### src/rtl/nv_ram_rws_param.sv
// Parametrised one-read/one-write synchronous RAM. It has a post-reset zero sweep,
// selectable read-during-write forwarding and an optional second output stage.
module nv_ram_rws_param #(
    parameter int WIDTH      = 32,
    parameter int DEPTH      = 32,
    parameter int AW         = 5,
    parameter int BYPASS     = 1,
    parameter int OUT_REG    = 0,
    parameter int INIT_CLEAR = 1
) (
    input  logic             clk,
    input  logic             rst,
    input  logic [AW-1:0]    ra,
    input  logic             re,
    output logic [WIDTH-1:0] dout,
    output logic             dout_vld,
    input  logic [AW-1:0]    wa,
    input  logic             we,
    input  logic [WIDTH-1:0] di,
    output logic             init_busy,
    input  logic [31:0]      pwrbus_ram_pd
);

    localparam int IW = (DEPTH > 1) ? $clog2(DEPTH) : 1;

    typedef enum logic [0:0] {
        ST_CLEAR = 1'b0,
        ST_READY = 1'b1
    } state_e;

    state_e           state_q, state_d;
    logic [IW-1:0]    sweep_q, sweep_d;
    logic             init_busy_q, init_busy_d;
    logic [WIDTH-1:0] s1_data_q, s1_data_d;
    logic             s1_vld_q, s1_vld_d;

    logic [WIDTH-1:0] mem [DEPTH];

    logic             mem_we_s;
    logic [IW-1:0]    mem_wa_s;
    logic [WIDTH-1:0] mem_wd_s;
    logic             rd_acc_s;
    logic [WIDTH-1:0] rd_data_s;
    logic             wa_ok_s;
    logic             ra_ok_s;
    logic             unused_ok_s;

    assign unused_ok_s = ^pwrbus_ram_pd;

    // Sweep/ready control, write-port steering and read-data selection.
    always_comb begin
        state_d     = state_q;
        sweep_d     = sweep_q;
        init_busy_d = init_busy_q;
        mem_we_s    = 1'b0;
        mem_wa_s    = '0;
        mem_wd_s    = '0;
        rd_acc_s    = 1'b0;
        rd_data_s   = '0;
        wa_ok_s     = (32'(wa) < 32'(DEPTH));
        ra_ok_s     = (32'(ra) < 32'(DEPTH));
        case (state_q)
            ST_CLEAR: begin
                mem_we_s = 1'b1;
                mem_wa_s = sweep_q;
                mem_wd_s = '0;
                if ((INIT_CLEAR == 0) || (sweep_q == IW'(DEPTH - 1))) begin
                    state_d     = ST_READY;
                    sweep_d     = '0;
                    init_busy_d = 1'b0;
                end else begin
                    sweep_d     = sweep_q + IW'(1);
                    init_busy_d = 1'b1;
                end
            end
            ST_READY: begin
                init_busy_d = 1'b0;
                if (we && wa_ok_s) begin
                    mem_we_s = 1'b1;
                    mem_wa_s = wa[IW-1:0];
                    mem_wd_s = di;
                end else begin
                    mem_we_s = 1'b0;
                end
                if (re) begin
                    rd_acc_s = 1'b1;
                    // The same-cycle write is only visible to the read when forwarding.
                    if (!ra_ok_s) begin
                        rd_data_s = '0;
                    end else if ((BYPASS != 0) && we && (wa == ra)) begin
                        rd_data_s = di;
                    end else begin
                        rd_data_s = mem[ra[IW-1:0]];
                    end
                end else begin
                    rd_acc_s = 1'b0;
                end
            end
            default: begin
                state_d     = ST_CLEAR;
                sweep_d     = '0;
                init_busy_d = 1'b1;
            end
        endcase
        s1_vld_d  = rd_acc_s;
        if (rd_acc_s) begin
            s1_data_d = rd_data_s;
        end else begin
            s1_data_d = s1_data_q;
        end
    end

    // Storage array; contents are deliberately untouched by rst.
    always_ff @(posedge clk) begin
        if (mem_we_s) begin
            mem[mem_wa_s] <= mem_wd_s;
        end
    end

    // Control state and first read stage.
    always_ff @(posedge clk) begin
        if (rst) begin
            state_q     <= (INIT_CLEAR != 0) ? ST_CLEAR : ST_READY;
            sweep_q     <= '0;
            init_busy_q <= (INIT_CLEAR != 0);
            s1_data_q   <= '0;
            s1_vld_q    <= 1'b0;
        end else begin
            state_q     <= state_d;
            sweep_q     <= sweep_d;
            init_busy_q <= init_busy_d;
            s1_data_q   <= s1_data_d;
            s1_vld_q    <= s1_vld_d;
        end
    end

    assign init_busy = init_busy_q;

    generate
        if (OUT_REG != 0) begin : g_out_reg
            logic [WIDTH-1:0] o_data_q, o_data_d;
            logic             o_vld_q, o_vld_d;

            // Second stage only captures a completed read, so dout holds otherwise.
            always_comb begin
                o_vld_d = s1_vld_q;
                if (s1_vld_q) begin
                    o_data_d = s1_data_q;
                end else begin
                    o_data_d = o_data_q;
                end
            end

            // Output stage registers.
            always_ff @(posedge clk) begin
                if (rst) begin
                    o_data_q <= '0;
                    o_vld_q  <= 1'b0;
                end else begin
                    o_data_q <= o_data_d;
                    o_vld_q  <= o_vld_d;
                end
            end

            assign dout     = o_data_q;
            assign dout_vld = o_vld_q;
        end else begin : g_no_out_reg
            assign dout     = s1_data_q;
            assign dout_vld = s1_vld_q;
        end
    endgenerate

endmodule

### config.mk
export PLATFORM = sky130hd
export DESIGN_NAME = nv_ram_rws_param
export DESIGN_NICKNAME = d
export VERILOG_FILES = /design/src/rtl/nv_ram_rws_param.sv
export SDC_FILE = /design/constraint.sdc
export NUM_CORES = 1
export LEC_CHECK = 0
export CORE_ASPECT_RATIO = 1.4
export CORE_MARGIN = 1
export CORE_UTILIZATION = 45
export DETAILED_ROUTE_END_ITERATION = 6
export PLACE_DENSITY = 0.63
export SETUP_SLACK_MARGIN = 0.3
export SLEW_MARGIN = 10
export SYNTH_ARGS = -nofsm -noshare
export SYNTH_HDL_FRONTEND = slang
export SYNTH_SLANG_ARGS = --single-unit
### constraint.sdc
create_clock -name clk -period 3.32 [get_ports clk]
set_input_delay 0.664 -clock clk [delete_from_list [all_inputs] [get_ports clk]]
set_output_delay 0.664 -clock clk [all_outputs]
set_load 0.02 [all_outputs]
Word level (Yosys, flattened, before mapping):

Memory sizes are Yosys's and may differ from the RTL's. A register that Yosys moved wholly into a read port is not among the register bits.
Index checks and enable logic that the tools add are counted.

* $add $sub $neg: 1
* equality and inequality tests: 1
* multiplexer cells: 15
* bitwise gates (word level): 1

Operators by type and width (count)
* $pmux 32 s2: 1
* $mux 32: 1
* $mux 5: 2
* $pmux 5 s2: 1
* $mux 1: 8
* $add 5x1->5 const B: 1
* $eq 5x5->1 const B: 1
* $pmux 1 s2: 2
* $not 1->1: 1

* bits in registers: 8
* bits in writable memories: 1024
* output and inout bits: 34
* memories: 1

Memories
* mem: words 32, bits a word 32, read ports 1, clocked after Yosys merged registers in 1, wr ports 1, RTL line 37 `logic [WIDTH-1:0] mem [DEPTH];`

Depth between registers and ports, before layout:

* word-level depth: 4
* gate-level depth with buffers: 8
* gate-level depth less buffers: 6

Worst setup path after synthesis:

No wires, ideal clock.

* path type: input -> register
* start: input we
* end: memory mem[20][0], enable pin
* library setup time: 0.421 ns
* data arrival time: 3.181 ns
* required time: 2.899 ns
* setup slack: -0.282 ns
* stages: 6
* buffers on the path: 2
* path through: clkbuf_1 > and2_1 > clkbuf_1 > a22oi_1 > or3_1 > nor2_1

* cells in the longest elaborated chain, start to end: 4
* elaborated cells between the ends (all ways): 6

RTL lines
* from (decl): RTL line 18 `input logic we,`
* $mux 1: RTL line 78 `if (we && wa_ok_s) begin`
* $pmux 1 s2: RTL line 62 `case (state_q)`
* $mux 1: RTL line 115 `if (mem_we_s) begin`
* $mux 1 (not written as such): RTL line 116 `mem[mem_wa_s] <= mem_wd_s;`
* to (decl): RTL line 37

Parallel ways exist; a longest one is shown, timed or not.

==> qor.yml <==
outcome: "complete, no violations"
detail-route-antenna-nets: 0
place_inst: 3285
worst_slew_pin_slew_ps: 1140
nets: 2276
num-fill-cells: 6824
critPathKind: "in -> reg"
clockBufferDepth: 3
grt_pass1_wl_um: 147000
drive_above_1_share_pct: 28.2
cp_cell_sequence: "clkdlybuf4s50_1, and3_4, or3_1, a222oi_1, buf_4, a211o_4, buf_12, o221ai_2"
p_comb_share_pct: 4.6
critical_path.max_stage_delay_ps: 620
grt_max_degree: 57
finalHoldViolCount: 0
seqPwrFrac_pct: 53.6
syn_to_final_growth_pct: 18.1
cts.sinks: 1064
cts_tree: "done"
dr_total_vias: 20532
final_cell_mix: "edfxtp_1 (1024), mux4_2 (256), nand2_1 (129)"
power.total_mw: 27.4
yosysTopAreaCellShare_pct: 75.0
cts-root-buf: "clkbuf_16"
yosysTopAreaCell: "edfxtp_1"
post_cts_buffers: 0
p_leak_nw: 17.0
yosysSeqAreaShare_pct: 76.9
grt_pass1_vias: 21498
clock_latency_ps: 670
antenna_found_initial: 1
cts.hold.buffers_added: 0
synth_area_per_cell_sq_um: 21.1
rsz0062_at_grt: "false"
cpMaxStageDelayCell: "clkdlybuf4s50_1"
die-height_um: 359
drt-wirelength-per-cell_um: 29.1
synth_nets: 2028
drtIter0Drc: 1834
fin_crit_ps: 2650
p_int_mw: 21.8
worst_ep_arrival_time_ps: 3150
holdWs_ps: 473
drc: 0
yosys_warnings: 0
num_io_pins: 112
die_w_um: 257
vdd_drop_max_uv: 332
min_path_type: "reg -> reg"
p_sw_share_pct: 20.5
syn-cell-area_sq_um: 41000
ys_seq_elements: 1064
row_count: 130
start_kind: "primary input"
routed_wl_um: 101000
die-area_sq_um: 92400
clkTransAtPathRegs_ps: 60
drt_pass1_iterations: 5
setup_viol: 0
cts_resized: 0
slew_viol_final: 0
p_switching_mw: 5.60
timing.fmax_ghz: 0.378
clock-skew-final_ps: 37.0
cts_buffers: 97
cap_violations: 0
grt_overflow: 0
synthCells: 1948
end_kind: "register"
required_ps: 3820
yosys-top-cells-area: "edfxtp_1 (75%), mux4_2 (14%), dfxtp_1 (2.0%)"
critPathMaxFanout: 33
gp_routability_congestion: 0.845
start_util_pct: 45.6
power_frac_clock_pct: 41.8
power_density_nw_per_um2: 565
post-route-period-util_pct: 79.8
hpwl_um: 60500
core_region_area_sq_um: 89900
track_usage_pct: 22.2
layout_commonest_cell: "edfxtp_1"
io_buffers: 79
final_cells: 3469
vias_per_cell: 5.92
synthDistinctLibCells: 44
h-tree-depth: 3
slew_headroom_pct: 23.9
==> worst paths after layout <==
check | from | to | slack, ps | cells past startpoint
setup / recovery | we | dout[20] | 670 | 8
hold / removal | dout[9] | dout[9] | 470 | 2
setup reg to reg | state_q | mem[29][31] | 700 | 5
hold reg to reg | dout[9] | dout[9] | 470 | 2
==> area by class of cell <==
cell class	instances	area (sq um)	share of cell area (%)
flip-flops and latches	1064	31600	65.1
multi-input cells	749	9120	18.8
repair buffers	261	2910	6.01
clock buffers	136	2790	5.76
well taps	1188	1490	3.07
clock inverters	47	513	1.06
inverters	23	87.6	0.181
diodes	1	2.50	0.00516
==> synthesized netlist by cell type <==
cell	n
a211o_4	1
a21oi_1	5
a21oi_2	1
a221oi_1	4
a222oi_1	1
a22o_1	1
a22oi_1	28
a31oi_1	1
a32oi_1	32
and2_1	3
and2b_1	1
and2b_4	1
and3_1	19
and3_4	1
buf_1	22
buf_2	39
buf_4	7
buf_6	3
clkbuf_1	41
clkinv_1	1
dfxtp_1	40
edfxtp_1	1024
ha_1	2
inv_1	22
mux2i_1	70
mux4_2	256
nand2_1	129
nand3_1	16
nand3_4	1
nand3b_1	1
nand4_1	15
nand4bb_1	1
nor2_1	61
nor2_2	1
nor2b_1	6
nor3_1	2
o211ai_1	15
o21ai_0	45
o221ai_1	7
o221ai_2	10
o22a_1	1
or2_2	2
or3_1	7
xnor2_1	2
==> flip-flops by register name, indices dropped and copies added, names as in the netlist <==
name,count
state_q,1
dout,32
sweep_q,5
init_busy,1
dout_vld,1
mem,1024
==> cells by family after synthesis <==
logic type                 after synthesis  synth area share (%)
AOI/OAI and AO/OA                      152                  2.83
adders and majority gates                2                0.0610
and+or+nand+nor                        267                  2.92
DFF                                   1064                  76.9
xor gates and xnor gates                 2                0.0427
muxes                                  326                  15.8
buffers and inverters                  135                  1.47
==> critical path: cells and delay by family <==
kind                   cells  cell delay, ps
AOI/OAI and AO/OA          3             660
and+or+nand+nor            2             620
buffers and inverters      3            1150
==> per-layer routing <==
layer | wire [um] | track usage, % | vias up
met3 | 5680 | 2.69 | 143
li1 | - | - | 8612
met1 | 39700 | 28.9 | 11066
met4 | 2550 | 6.92 | 0
met5 | 0 | 0 | -
met2 | 53100 | 38.6 | 711
==> power by group through the flow <==
stage | Clock [mW] | Combinational, mW | Sequential (mW)
after global placement | 0 | 1.28 | 15.0
after floorplan | 0 | 0.721 | 15.0
final | 11.4 | 1.27 | 14.7
after detailed placement | 0 | 1.29 | 15.0
after global routing | 12.1 | 1.34 | 14.7
after CTS | 11.6 | 1.29 | 14.7
==> metrics by stage <==
| stage | setup slack, ps | utilization (%) | TNS (ps) | cell area (sq um) |
|---|---|---|---|---|
| after floorplan | -224 | - | -118530 | 41100 |
| after global placement | 83.6 | 50.2 | 0 | 45200 |
| after detailed placement | 45.7 | 50.2 | 0 | 45200 |
| after CTS | 743 | 53.9 | 0 | 48500 |
| after global routing | 617 | 53.9 | 0 | 48500 |
| final | 672 | 53.9 | 0 | 48500 |
Power figures use the tool's default switching activity.
